===== src/rtl/counter_rd_pkg.sv =====
// Shared types and default widths for the counter snapshot reader.
// Holds the read FSM state encoding used by counter_snapshot_reader.
package counter_rd_pkg;

  localparam int DATABUS_DEF  = 32;
  localparam int COUNTLEN_DEF = 64;
  localparam int PERIOD_W_DEF = 16;
  localparam int DROP_W_DEF   = 8;

  typedef enum logic [2:0] {
    IDLE   = 3'd0,
    RD_LO  = 3'd1,
    RD_HI  = 3'd2,
    CAP_HI = 3'd3,
    OUT    = 3'd4
  } rd_state_e;

endpackage


===== src/rtl/counter_snapshot_reader_period_timer.sv =====
// Free-running sample timer: pulses tick once every 'period' cycles while enabled.
// Clears whenever disabled so a re-enable always starts a full period.
module period_timer #(
  parameter int PERIOD_W = 16
) (
  input  logic                clk,
  input  logic                reset,
  input  logic                en,
  input  logic [PERIOD_W-1:0] period,
  output logic                tick
);

  logic [PERIOD_W-1:0] count;
  logic                at_end;

  // >= rather than == so a period shrunk below the running count still wraps
  assign at_end = (count >= (period - PERIOD_W'(1)));
  assign tick   = en && at_end;

  always_ff @(posedge clk or posedge reset) begin
    if (reset) begin
      count <= '0;
    end else if (!en || at_end) begin
      count <= '0;
    end else begin
      count <= count + PERIOD_W'(1);
    end
  end

endmodule


===== src/rtl/counter_snapshot_reader.sv =====
// Reads an atomic counter as low word then high word and presents a coherent
// snapshot plus the delta since the previously accepted snapshot.
module counter_snapshot_reader
  import counter_rd_pkg::*;
#(
  parameter int DATABUS  = DATABUS_DEF,
  parameter int COUNTLEN = COUNTLEN_DEF,
  parameter int PERIOD_W = PERIOD_W_DEF,
  parameter int DROP_W   = DROP_W_DEF
) (
  input  logic                clk,
  input  logic                reset,
  input  logic                snap_req_i,
  input  logic                auto_en_i,
  input  logic [PERIOD_W-1:0] period_i,
  output logic                cnt_req_o,
  output logic                cnt_atomic_o,
  input  logic                cnt_ack_i,
  input  logic [DATABUS-1:0]  cnt_data_i,
  output logic                snap_valid_o,
  input  logic                snap_ready_i,
  output logic [COUNTLEN-1:0] snap_o,
  output logic [COUNTLEN-1:0] delta_o,
  output logic [DROP_W-1:0]   drop_cnt_o,
  output logic                err_o,
  output logic                busy_o
);

  rd_state_e           state;
  logic                auto_tick;
  logic                timer_en;
  logic                trigger;
  logic                pending;
  logic [DATABUS-1:0]  lo_word;
  logic [COUNTLEN-1:0] prev_snap;
  logic [COUNTLEN-1:0] full_word;

  function automatic logic [DROP_W-1:0] sat_inc(input logic [DROP_W-1:0] v);
    return (v == {DROP_W{1'b1}}) ? v : v + DROP_W'(1);
  endfunction

  assign timer_en  = auto_en_i && (period_i != '0);
  assign trigger   = snap_req_i | auto_tick;
  assign full_word = {cnt_data_i, lo_word};

  period_timer #(
    .PERIOD_W (PERIOD_W)
  ) u_timer (
    .clk    (clk),
    .reset  (reset),
    .en     (timer_en),
    .period (period_i),
    .tick   (auto_tick)
  );

  always_ff @(posedge clk or posedge reset) begin
    if (reset) begin
      state        <= IDLE;
      cnt_req_o    <= 1'b0;
      cnt_atomic_o <= 1'b0;
      snap_valid_o <= 1'b0;
      busy_o       <= 1'b0;
      err_o        <= 1'b0;
      pending      <= 1'b0;
      drop_cnt_o   <= '0;
      lo_word      <= '0;
      snap_o       <= '0;
      delta_o      <= '0;
      prev_snap    <= '0;
    end else begin
      // Triggers arriving while a read is in flight: one deep, then counted as lost
      if (trigger && (state != IDLE)) begin
        if (!pending) pending    <= 1'b1;
        else          drop_cnt_o <= sat_inc(drop_cnt_o);
      end

      case (state)
        IDLE: begin
          if (trigger || pending) begin
            state        <= RD_LO;
            cnt_req_o    <= 1'b1;
            cnt_atomic_o <= 1'b1;
            busy_o       <= 1'b1;
            // a fresh trigger coinciding with serving the pending one is kept
            pending      <= pending && trigger;
          end
        end
        RD_LO: begin
          state        <= RD_HI;
          cnt_req_o    <= 1'b1;
          cnt_atomic_o <= 1'b0;
        end
        RD_HI: begin
          cnt_req_o    <= 1'b0;
          cnt_atomic_o <= 1'b0;
          if (cnt_ack_i) begin
            lo_word <= cnt_data_i;
            state   <= CAP_HI;
          end else begin
            err_o   <= 1'b1;
            busy_o  <= 1'b0;
            state   <= IDLE;
          end
        end
        CAP_HI: begin
          if (cnt_ack_i) begin
            snap_o       <= full_word;
            delta_o      <= full_word - prev_snap;
            snap_valid_o <= 1'b1;
            state        <= OUT;
          end else begin
            err_o  <= 1'b1;
            busy_o <= 1'b0;
            state  <= IDLE;
          end
        end
        OUT: begin
          if (snap_ready_i) begin
            prev_snap    <= snap_o;
            snap_valid_o <= 1'b0;
            busy_o       <= 1'b0;
            state        <= IDLE;
          end
        end
        default: begin
          state        <= IDLE;
          cnt_req_o    <= 1'b0;
          cnt_atomic_o <= 1'b0;
          snap_valid_o <= 1'b0;
          busy_o       <= 1'b0;
        end
      endcase
    end
  end

endmodule

===== config.mk =====
export PLATFORM = sky130hd
export DESIGN_NAME = counter_snapshot_reader
export DESIGN_NICKNAME = d
export VERILOG_FILES = /design/src/rtl/counter_rd_pkg.sv /design/src/rtl/counter_snapshot_reader_period_timer.sv /design/src/rtl/counter_snapshot_reader.sv
export SDC_FILE = /design/constraint.sdc
export NUM_CORES = 1
export LEC_CHECK = 0
export ABC_CLOCK_PERIOD_IN_PS = 8500
export CAP_MARGIN = 40
export CORE_MARGIN = 2
export CORE_UTILIZATION = 50
export DETAILED_ROUTE_END_ITERATION = 16
export PLACE_DENSITY_LB_ADDON = 0.2
export SYNTH_ARGS = -nofsm -noshare
export SYNTH_HDL_FRONTEND = slang
export SYNTH_SLANG_ARGS = --single-unit

===== constraint.sdc =====
create_clock -name clk -period 8.5 [get_ports clk]
set_input_delay 1.7 -clock clk [delete_from_list [all_inputs] [get_ports clk]]
set_output_delay 1.7 -clock clk [all_outputs]
set_load 0.02 [all_outputs]

==> results.toml <==
[sta]
tns_ps = 0
clock_skew_ps = 18.7
timing.fmax_mhz = 207
rsz0062_at_grt = "false"
tightest_slew_ps = 844
setup_viol = 0
slew_headroom_pct = 43.7
slew_violations = 0
hold_violations = 0
period_minus_slack_ps = 4830
period_share_pct = 56.9

[cells_and_area]
drive_above_1_share_pct = 6.66
final_nets = 1874
syn2layout_area_growth_pct = 23.9
diodes = 0
fin_cells = 2136
fin_util_pct = 62.9

[pwr]
power_uw = 7430
p_comb_share_pct = 52.9
intPower_uw = 4280
p_leak_uw = 0.00800
pwr-share-clk_pct = 18.7
powerDensity_nw_per_um2 = 427
p_switching_uw = 3150
seqPwrFrac_pct = 28.4
peakVddDrop_mv = 0.225
switching_share_pct = 42.4

[grt]
grt_pass1_vias = 11200
grt_pass1_wl_mm = 57.1
track_usage_pct = 24.0
grt_overflow = 0
antenna_found_initial = 0
grt_max_degree = 152

[worst_hold_path]
hold_path_class = "register to register"
min_path_cells = 1

[run_status]
status = "finished, final reports clean"

[synth]
synthArstFlopShare_pct = 100
yosys.area.top_type = "dfrtp_1"
syn_nets = 1710
synthTopCellsByArea = "dfrtp_1 46%, nand2_1 9.9%, ha_1 7.3%, o21ai_0 5.5%, xor2_1 2.9%"
ys.flop_type = "dfrtp_1"
yosysWarnings = 0
syn_inst = 1573
synth_seq_cells = 257
synth_area_sq_um = 14100
synth_top_cell_area_share_pct = 45.7
synth_edf_count = 0
syn_avg_cell_area_sq_um = 8.94
seq_area_frac_synth_pct = 45.7
ys_types = 70

[floorplanning]
rows = 61
die-width_microns = 172
die_h_microns = 172
core_sq_um = 27700
io_pins = 195
initial_core_util_pct = 50.7
dieArea_sq_um = 29500

[clocking]
insertion_delay_ps = 550
post_cts_buffers = 0
holdBufCountCts = 0
cts_tree = "built"
cts_buffer_depth = 3
cts-resized-gates = 0
clock-root-buffer = "clkbuf_16"
cts_num_sinks = 257
path_clk_slew_ps = 60
cts-htree-levels = 1
cts_buffers = 28

[placed_design]
io_buffers = 194
dpl.hpwl_mm = 25.6
place.gp.congestion = 0.902
post-place-cells = 2085

[route]
dr.pass1.iters = 6
via_per_inst = 5.43
routed_wl_mm = 35.1
num_vias = 11600
drcViolationCount = 0
detail_route.iter0.violations = 757
wire_per_inst_microns = 16.4
ant_nets = 0

[worst_setup_path]
slowest_stage = "or4_1"
cp-end-kind = "register"
crit_arrival_ps = 5270
path_cells = "clkdlybuf4s50_1, or4_1, nor2_1, nand2_1, nor4_1, xnor2_1, ha_1, o2111a_1, a221oi_1, o21ai_1, o31ai_4, nand2b_2, a221o_1"
cp-start-kind = "input port"
max_stage_delay_ps = 560
r2r_cells = 13
crit_fanout = 9
crit_required_ps = 8940
worstSetupPathType = "input port to register"

[job]
maxCapViolCount = 0
[sequential cells by signal, indices dropped and copies added (netlist names)]
signal / count
delta_o: 64
prev_snap: 64
snap_o: 64
lo_word: 32
u_timer.count: 16
drop_cnt_o: 8
state: 3
busy_o: 1
cnt_atomic_o: 1
cnt_req_o: 1
err_o: 1
pending: 1
snap_valid_o: 1
[critical path, delay by kind of cell]
| family | cells | cell delay, ps |
|---|---|---|
| AOI/OAI and AO/OA | 5 | 1360 |
| buffers and inverters | 1 | 470 |
| xor gates and xnor gates | 1 | 170 |
| adders and majority gates | 1 | 260 |
| and+or+nand+nor | 5 | 1310 |
[final timing paths]
kind                        startpoint      endpoint  slack (ps)
max                        period_i[2]  cnt_atomic_o        3670
min                              err_o         err_o         460
max reg2reg                 lo_word[0]   delta_o[30]        4890
min reg2reg                      err_o         err_o         460
max in group asynchronous        reset   delta_o[42]        5170
min in group asynchronous        reset    snap_o[29]        1520
[cells by family after synthesis]
logic type,share of synthesized area [%]
DFF,45.7
muxes,3.01
xor gates and xnor gates,5.54
adders and majority gates,7.51
AOI/OAI and AO/OA,16.2
and+or+nand+nor,17.8
buffers and inverters,4.24
[power by group through the flow]
stage / clock, uW / sequential, uW / combinational (uW)
after CTS: 1410 / 2110 / 3930
after global placement: 0 / 2120 / 3830
after global routing: 1460 / 2180 / 4320
after floorplan: 0 / 2380 / 2290
after detailed placement: 0 / 2130 / 3900
final: 1390 / 2110 / 3930
[Yosys cell counts (all sizes together) (5+ instances only)]
library cell,instances
a211oi,6
a21o,38
a21oi,75
a31oi,14
a41oi,5
and3,11
buf,8
clkbuf,62
dfrtp,257
ha,82
inv,88
mux2,34
nand2,372
nand2b,12
nand3,31
nand3b,5
nand4,23
nor2,64
nor2b,11
nor3,19
nor4,8
o211ai,7
o21a,10
o21ai,169
o21bai,11
o31ai,8
or3,5
xnor2,42
xor2,47
[cells in the final DEF, fill, tap and decap left out, drive strengths merged, types with 11 or more instances in the layout]
cell           count
a21oi             75
clkbuf            33
o21bai            11
nand3             31
inv               88
xor2              47
a21o              38
nor2              64
mux2              34
a31oi             14
nand4             23
o21ai            169
clkdlybuf4s50    194
nor3              19
dfrtp            257
nor2b             11
and3              11
nand2            372
xnor2             42
nand2b            12
ha                82
[per-stage QoR]
stage | hold WS (ps) | instance area [sq um] | worst slack [ps]
after floorplan | 463 | 14100 | 3410
after global routing | 499 | 17400 | 3430
final | 461 | 17400 | 3670
after CTS | 468 | 17400 | 3640
after global placement | 449 | 16300 | 3190
after detailed placement | 450 | 16400 | 3080
[final cells by class]
cell class	count	area [sq um]
Clock inverter	18	315
Inverter	88	334
Timing Repair Buffer	204	2060
Tap cell	378	473
Clock buffer	33	749
Fill cell	2322	10300
Multi-Input combinational cell	1158	7060
Sequential cell	257	6430
[per-layer routing]
metal | vias up | wire [microns] | GRT usage (%)
li1 | 5710 | - | -
met1 | 5553 | 15800 | 32.5
met2 | 297 | 16400 | 39.5
met3 | 46 | 2330 | 5.22
met4 | 0 | 646 | 5.34
met5 | - | 0 | 0
No activity file was read; power rests on OpenSTA's default activity.
